### config.mk
export PLATFORM = sky130hd
export DESIGN_NAME = led_bus_arbiter
export DESIGN_NICKNAME = d
export VERILOG_FILES = /design/src/rtl/led_bus_arbiter_pkg.sv /design/src/rtl/led_bus_arbiter_rr_arbiter_2.sv /design/src/rtl/led_bus_arbiter.sv
export SDC_FILE = /design/constraint.sdc
export NUM_CORES = 1
export LEC_CHECK = 0
export BUFFER_PORTS_ARGS = -buffer_cell sky130_fd_sc_hd__buf_2
export CAP_MARGIN = 40
export CORE_MARGIN = 10
export CORE_UTILIZATION = 43
export CTS_CLUSTER_DIAMETER = 40
export CTS_CLUSTER_SIZE = 28
export DETAILED_ROUTE_END_ITERATION = 10
export PLACE_DENSITY = 0.79
export SYNTH_ARGS = -nofsm -noshare
export SYNTH_HDL_FRONTEND = slang
export SYNTH_SLANG_ARGS = --single-unit
### constraint.sdc
create_clock -name clk -period 1.8 [get_ports clk]
set_input_delay 0 -clock clk [delete_from_list [all_inputs] [get_ports clk]]
set_output_delay 0 -clock clk [all_outputs]
set_load 0.02 [all_outputs]
### src/rtl/led_bus_arbiter_pkg.sv
// Shared types and constants for the two-requester LED register bus arbiter.
package led_bus_arbiter_pkg;

    localparam int unsigned BUS_W            = 8;
    localparam int unsigned CNT_W            = 4;
    localparam int unsigned DEF_HOLD_CYCLES  = 2;
    localparam int unsigned DEF_GAP_CYCLES   = 1;
    localparam int unsigned DEF_NUM_REGS     = 4;

    typedef enum logic [1:0] {
        ST_IDLE  = 2'd0,
        ST_DRIVE = 2'd1,
        ST_GAP   = 2'd2
    } state_t;

    typedef struct packed {
        logic [BUS_W-1:0] addr;
        logic [BUS_W-1:0] data;
    } bus_word_t;

    // True when addr names one of the implemented LED registers.
    function automatic logic addr_in_range(input logic [BUS_W-1:0] addr,
                                           input int unsigned     num_regs);
        return (32'(addr) < num_regs);
    endfunction

endpackage

### src/rtl/led_bus_arbiter_rr_arbiter_2.sv
// Two-way round-robin grant: a lone request always wins, a tie goes to the
// requester that was not granted last.
module rr_arbiter_2 (
    input  logic req0,
    input  logic req1,
    input  logic last_grant,
    output logic grant,
    output logic grant_valid
);

    always_comb begin
        grant_valid = req0 | req1;
        if (req0 && req1) begin
            grant = ~last_grant;
        end else begin
            grant = req1;
        end
    end

endmodule

### src/rtl/led_bus_arbiter.sv
// Arbitrates MCU-bridge and pattern-sequencer writes onto the LED controller
// bus with a fixed hold window, forced idle gap and out-of-range rejection.
module led_bus_arbiter
    import led_bus_arbiter_pkg::*;
#(
    parameter int unsigned HOLD_CYCLES = DEF_HOLD_CYCLES,
    parameter int unsigned GAP_CYCLES  = DEF_GAP_CYCLES,
    parameter int unsigned NUM_REGS    = DEF_NUM_REGS
) (
    input  logic             clk,
    input  logic             rst,
    input  logic             req0,
    input  logic [BUS_W-1:0] addr0,
    input  logic [BUS_W-1:0] data0,
    input  logic             req1,
    input  logic [BUS_W-1:0] addr1,
    input  logic [BUS_W-1:0] data1,
    output logic             ack0,
    output logic             ack1,
    output logic             err,
    output logic [BUS_W-1:0] bus_addr,
    output logic [BUS_W-1:0] bus_data,
    output logic             bus_valid,
    output logic             busy
);

    localparam logic [CNT_W-1:0] HOLD_LOAD = CNT_W'(HOLD_CYCLES - 1);
    localparam logic [CNT_W-1:0] GAP_LOAD  = CNT_W'(GAP_CYCLES - 1);

    state_t           state, state_nxt;
    logic [CNT_W-1:0] cnt, cnt_nxt;
    logic             rr_ptr, rr_ptr_nxt;   // requester preferred on the next tie
    logic             lat_id, lat_id_nxt;
    logic             lat_bad, lat_bad_nxt;
    bus_word_t        bus_q, bus_nxt;
    logic             valid_nxt, ack0_nxt, ack1_nxt, err_nxt, busy_nxt;

    logic             grant, grant_valid;
    bus_word_t        sel_word;

    rr_arbiter_2 u_rr (
        .req0        (req0),
        .req1        (req1),
        .last_grant  (~rr_ptr),
        .grant       (grant),
        .grant_valid (grant_valid)
    );

    assign sel_word = grant ? bus_word_t'({addr1, data1}) : bus_word_t'({addr0, data0});

    always_ff @(posedge clk or posedge rst) begin
        if (rst) begin
            state     <= ST_IDLE;
            cnt       <= '0;
            rr_ptr    <= 1'b0;
            lat_id    <= 1'b0;
            lat_bad   <= 1'b0;
            bus_q     <= '0;
            bus_valid <= 1'b0;
            ack0      <= 1'b0;
            ack1      <= 1'b0;
            err       <= 1'b0;
            busy      <= 1'b0;
        end else begin
            state     <= state_nxt;
            cnt       <= cnt_nxt;
            rr_ptr    <= rr_ptr_nxt;
            lat_id    <= lat_id_nxt;
            lat_bad   <= lat_bad_nxt;
            bus_q     <= bus_nxt;
            bus_valid <= valid_nxt;
            ack0      <= ack0_nxt;
            ack1      <= ack1_nxt;
            err       <= err_nxt;
            busy      <= busy_nxt;
        end
    end

    // Next-state and next-output logic; the bus word only moves on a good grant.
    always_comb begin
        state_nxt   = state;
        cnt_nxt     = cnt;
        rr_ptr_nxt  = rr_ptr;
        lat_id_nxt  = lat_id;
        lat_bad_nxt = lat_bad;
        bus_nxt     = bus_q;
        valid_nxt   = 1'b0;
        ack0_nxt    = 1'b0;
        ack1_nxt    = 1'b0;
        err_nxt     = 1'b0;

        unique case (state)
            ST_IDLE: begin
                if (grant_valid) begin
                    state_nxt   = ST_DRIVE;
                    cnt_nxt     = HOLD_LOAD;
                    rr_ptr_nxt  = ~grant;
                    lat_id_nxt  = grant;
                    lat_bad_nxt = ~addr_in_range(sel_word.addr, NUM_REGS);
                    if (addr_in_range(sel_word.addr, NUM_REGS)) begin
                        bus_nxt   = sel_word;
                        valid_nxt = 1'b1;
                    end
                end
            end
            ST_DRIVE: begin
                if (cnt == '0) begin
                    state_nxt = ST_GAP;
                    cnt_nxt   = GAP_LOAD;
                    ack0_nxt  = ~lat_id;
                    ack1_nxt  = lat_id;
                    err_nxt   = lat_bad;
                end else begin
                    cnt_nxt   = cnt - CNT_W'(1);
                    valid_nxt = ~lat_bad;
                end
            end
            ST_GAP: begin
                if (cnt == '0) begin
                    state_nxt = ST_IDLE;
                end else begin
                    cnt_nxt = cnt - CNT_W'(1);
                end
            end
            default: begin
                state_nxt = ST_IDLE;
                cnt_nxt   = '0;
            end
        endcase

        busy_nxt = (state_nxt != ST_IDLE);
    end

    assign bus_addr = bus_q.addr;
    assign bus_data = bus_q.data;

endmodule
# Word-level counts from Yosys, hierarchy flattened
# Index checks and enable logic that the tools add are counted.
# totals
ff_bits	30
input_bits	36
word_cells	50
# op_classes
n_addsub	1
magnitude_cmp	1
eq_ne	4
muxes	20
bitwise_logic	5
reduce_logical	7
# ops
cell	n
$mux 16	1
$mux 4	3
$pmux 4 s3	1
$mux 1	10
$lt 8x3->1 const B	1
$mux 2	3
$pmux 2 s3	1
$logic_not 4->1	1
$ne 2x2->1 const B	2
$not 1->1	4
$reduce_and 2->1	2
$sub 4x1->4 const B	1
$reduce_and 3->1	1
$eq 2x1->1 const B	1
$eq 2x2->1 const B	1
$logic_not 2->1	1
$pmux 1 s2	1
$reduce_bool 2->1	1
$logic_and 1x1->1	1
$or 1x1->1	1

# Longest topological paths before layout
# logic_depth
ltp_word	7
depth_mapped	7
mapped_depth_nobuf	6

# By module
# A second synthesis with hierarchy kept.
# unflattened
hier_cells	113
hier_area_um2	1382.6
# modules_own_cells
mod	n_inst	cells_each	area_per_inst_um2	seq_area_each_um2
led_bus_arbiter	1	111	1368.8	750.7
rr_arbiter_2	1	2	13.8	0.0

# Worst setup path after synthesis
# OpenSTA, ideal clock, no wires.
# synth_path
path_type	reg-to-reg
startpoint	reg state[0]
endpoint	reg bus_q, in the netlist bus_data[3]
setup_time_ns	0.125
arrival_ns	1.588
required_ns	1.675
path_slack_ns	0.087
stages_incl_launch_ff	7
synth_period_minus_slack_ns	1.713
cell_sequence	dfrtp_1 buf_2 or2_2 a211oi_2 a22oi_4 buf_6 mux2_4
# synth_between
elab_chain_len	2
# synth_rtl
item	line_no	rtl
start, declared	led_bus_arbiter.sv:30	state_t state, state_nxt;
start signal, assigned	led_bus_arbiter.sv:65	state <= state_nxt;
$logic_not 2->1	led_bus_arbiter.sv:92	unique case (state)
$reduce_and 3->1 (no source line)	--	
end signal, assigned	led_bus_arbiter.sv:70	bus_q <= bus_nxt;
end, declared	led_bus_arbiter.sv:35	bus_word_t bus_q, bus_nxt;
# No other way between the ends.
# A chain may end at the register's enable or synchronous reset.

# Worst setup path in the final report
# layout_path
startpoint	reg rr_ptr
endpoint	reg bus_q, in the netlist bus_data[1]
# layout_between
elab_chain_len	4
# layout_rtl
item	line_no	rtl
start, declared	led_bus_arbiter.sv:32	logic rr_ptr, rr_ptr_nxt;
start signal, assigned	led_bus_arbiter.sv:67	rr_ptr <= rr_ptr_nxt;
$mux 1 *	led_bus_arbiter_rr_arbiter_2.sv:13	if (req0 && req1) begin
$mux 16 *	led_bus_arbiter.sv:49	assign sel_word = grant ? bus_word_t'({addr1, data1}) : bus_word_t'({addr0, data0});
$lt 8x3->1	led_bus_arbiter_pkg.sv:24	return (32'(addr) < num_regs);
$reduce_and 3->1 (no source line)	--	
# Every way passes the cells marked *; elsewhere a longest branch is shown, timed or not.

==> flow_summary.json <==
{
  "outcome": "complete, no violations",
  "placed_area_um2": 1798,
  "syn_inst": 116,
  "nets": 218,
  "worst-path-max-fanout": 17,
  "clock_latency_ns": 0.32,
  "start_util_pct": 43.88,
  "yosys.cell_types.count": 34,
  "fin_crit_sh_pct": 91.25,
  "num_rows": 21,
  "ys_seq_elements": 30,
  "layout_min_cycle_time_ns": 1.643,
  "slew_viol_final": 0,
  "dp_hpwl_um": 2633,
  "critPathRequiredTime_ns": 2.01,
  "critical_path_class": "reg2reg",
  "fin_area_um2": 1871,
  "ir_worst_vdd_mv": 0.5251,
  "fin_ws_ns": 0.1575,
  "wl_per_cell_um": 14.62,
  "tns_ns": 0,
  "dieArea_um2": 6103,
  "p_per_area_nw_per_um2": 1252,
  "grt-ovfl-total": 0,
  "wirelength_um": 3319,
  "track_usage_pct": 10.84,
  "grt_max_degree": 31,
  "leakagePower_nw": 1.035,
  "antennaDiodeCount": 0,
  "drt_first_pass_iters": 4,
  "vias": 1114,
  "drc": 0,
  "cts.sinks": 30,
  "cts_buffers": 5,
  "root_buffer": "clkbuf_4",
  "tightest_slew_ns": 0.5505,
  "synth_area_um2": 1453,
  "yosys_warnings": 0,
  "die_x_um": 78.12,
  "yosysSeqAreaShare_pct": 51.68,
  "grt_pass1_wl_um": 5499,
  "place.gp.congestion": 0.8648,
  "fp.coreArea_um2": 3311,
  "synth_fp_nets": 154,
  "hold_violations": 0,
  "htree_levels": 2,
  "ys_async_sr_fraction_pct": 100.0,
  "grt_setup_unrepaired": "false",
  "grt_pass1_vias": 1304,
  "initialDrtViolationCount": 74,
  "synthFlopType": "dfrtp_1",
  "tritoncts": "built",
  "max_freq_ghz": 0.6088,
  "post-place-ws_ns": 0.09146,
  "cp.arrival_ns": 1.85,
  "post_cts_buffers": 0,
  "drv_cap": 0,
  "clk_path_buf_depth": 2,
  "io_pins": 57,
  "clk_pin_slew_ns": 0.09,
  "critPathCaptureType": "flop",
  "hold_path.class": "in2reg",
  "synth.avg_cell_area_um2": 12.52,
  "io_buffers": 56,
  "antenna_left": 0,
  "die_y_um": 78.12,
  "synth_edf_count": 0,
  "relSlewSlack_pct": 62.91,
  "antenna_found_initial": 0,
  "clock_skew_ns": 0.005145,
  "drive_gt1_share_pct": 53.59,
  "start_kind": "flop",
  "setup_viol": 0,
  "viasPerCell": 4.907,
  "syn_to_final_growth_pct": 28.77
}
[per-layer routing]
layer  wire [µm]  global-route usage (%)  vias up
met4          29                   5.197        0
met1        1302                   10.00      529
met3         233                   4.442        2
li1            -                       -      540
met2        1754                   20.15       43
met5           0                       0        -
[repair_timing]
item,in CTS,in global routing
endpoints found under the hold margin,30,0
hold buffers,1,0
gates resized for setup,0,1
endpoints found under the setup margin,0,1
[critical path: stages (launching register included)]
cell	delay, ns
dfrtp_1	0.43
o211a_1	0.29
a22oi_4	0.41
mux2_2	0.40
[power by group]
group / switching, mW / internal (mW)
sequential: 0.107 / 0.841
clock: 0.220 / 0.189
combinational: 0.536 / 0.449
[sequential cells by signal (all words and copies together), names as in the netlist, 2 cells and up]
signal / count
state: 2
cnt: 4
bus_data: 8
bus_addr: 8
[layout by cell type, fill, tap and decap left out, types with 2 or more instances in the layout]
cell,instances
nand2_1,6
nor2_1,2
a21oi_1,3
inv_1,7
and2_1,6
mux2_4,3
nor3_1,2
and3_1,2
o21ai_0,5
buf_4,5
ha_1,2
or4_4,2
o32ai_1,2
dfrtp_1,30
clkbuf_4,5
mux2_2,18
nor3_4,2
a22o_1,2
mux2i_1,3
buf_2,56
[path summary, 6_finish.rpt]
check / from / to / slack [ns] / depth (start not counted)
setup / recovery: rr_ptr$_DFFE_PP0P_ / bus_data[1]$_DFFE_PP0P_ / 0.16 / 3
hold / removal: data0[6] / bus_data[6]$_DFFE_PP0P_ / 0.04 / 3
setup reg to reg: rr_ptr$_DFFE_PP0P_ / bus_data[1]$_DFFE_PP0P_ / 0.16 / 3
hold reg to reg: lat_id$_DFFE_PP0P_ / ack0$_DFF_PP0_ / 0.46 / 1
max in group asynchronous: rst / busy$_DFF_PP0_ / 1.23 / 4
min in group asynchronous: rst / bus_data[0]$_DFFE_PP0P_ / 0.31 / 4
[cell usage after synthesis, drive strengths merged (2+ instances only)]
| cell type | count | share of area, % |
|---|---|---|
| or4 | 2 | 1.6 |
| mux2i | 3 | 2.1 |
| and2 | 6 | 2.6 |
| dfrtp | 30 | 52 |
| and3 | 2 | 0.86 |
| nand2 | 6 | 1.6 |
| buf | 4 | 1.8 |
| mux2 | 21 | 17 |
| o21ai | 5 | 1.7 |
| nor2 | 2 | 0.52 |
| o32ai | 2 | 1.2 |
| inv | 7 | 1.8 |
| ha | 2 | 1.7 |
| a21oi | 3 | 1.0 |
| a22o | 2 | 1.2 |
| nor3 | 4 | 2.9 |
[kinds of logic after synthesis]
family,Yosys count,share of synthesized area [%]
flops,30,51.68
simple gates,28,12.75
mux,24,19.12
compound gates,19,10.25
buf+inv,12,3.876
fa+ha+maj,2,1.722
xor+xnor,1,0.6030
[cell type report]
type                            instances  area [µm²]
Fill cell                             292        1440
Sequential cell                        30       750.7
Multi-Input combinational cell         74       648.1
Timing Repair Buffer                   62       327.8
Tap cell                               46       57.56
Clock buffer                            7       55.05
Inverter                                7       26.28
Clock inverter                          1       5.005
[per-stage QoR]
stage	std cells	util [%]	power, mW	hold slack, ns
final	227	56.50	2.342	0.03551
after global routing	227	56.50	2.509	0.03135
after CTS	227	56.42	2.349	0.02585
after detailed placement	218	54.31	1.935	0.09028
after global placement	218	54.31	1.874	0.08143
after floorplan	116	-	1.624	0.09081
Power figures use the tool's default switching activity.
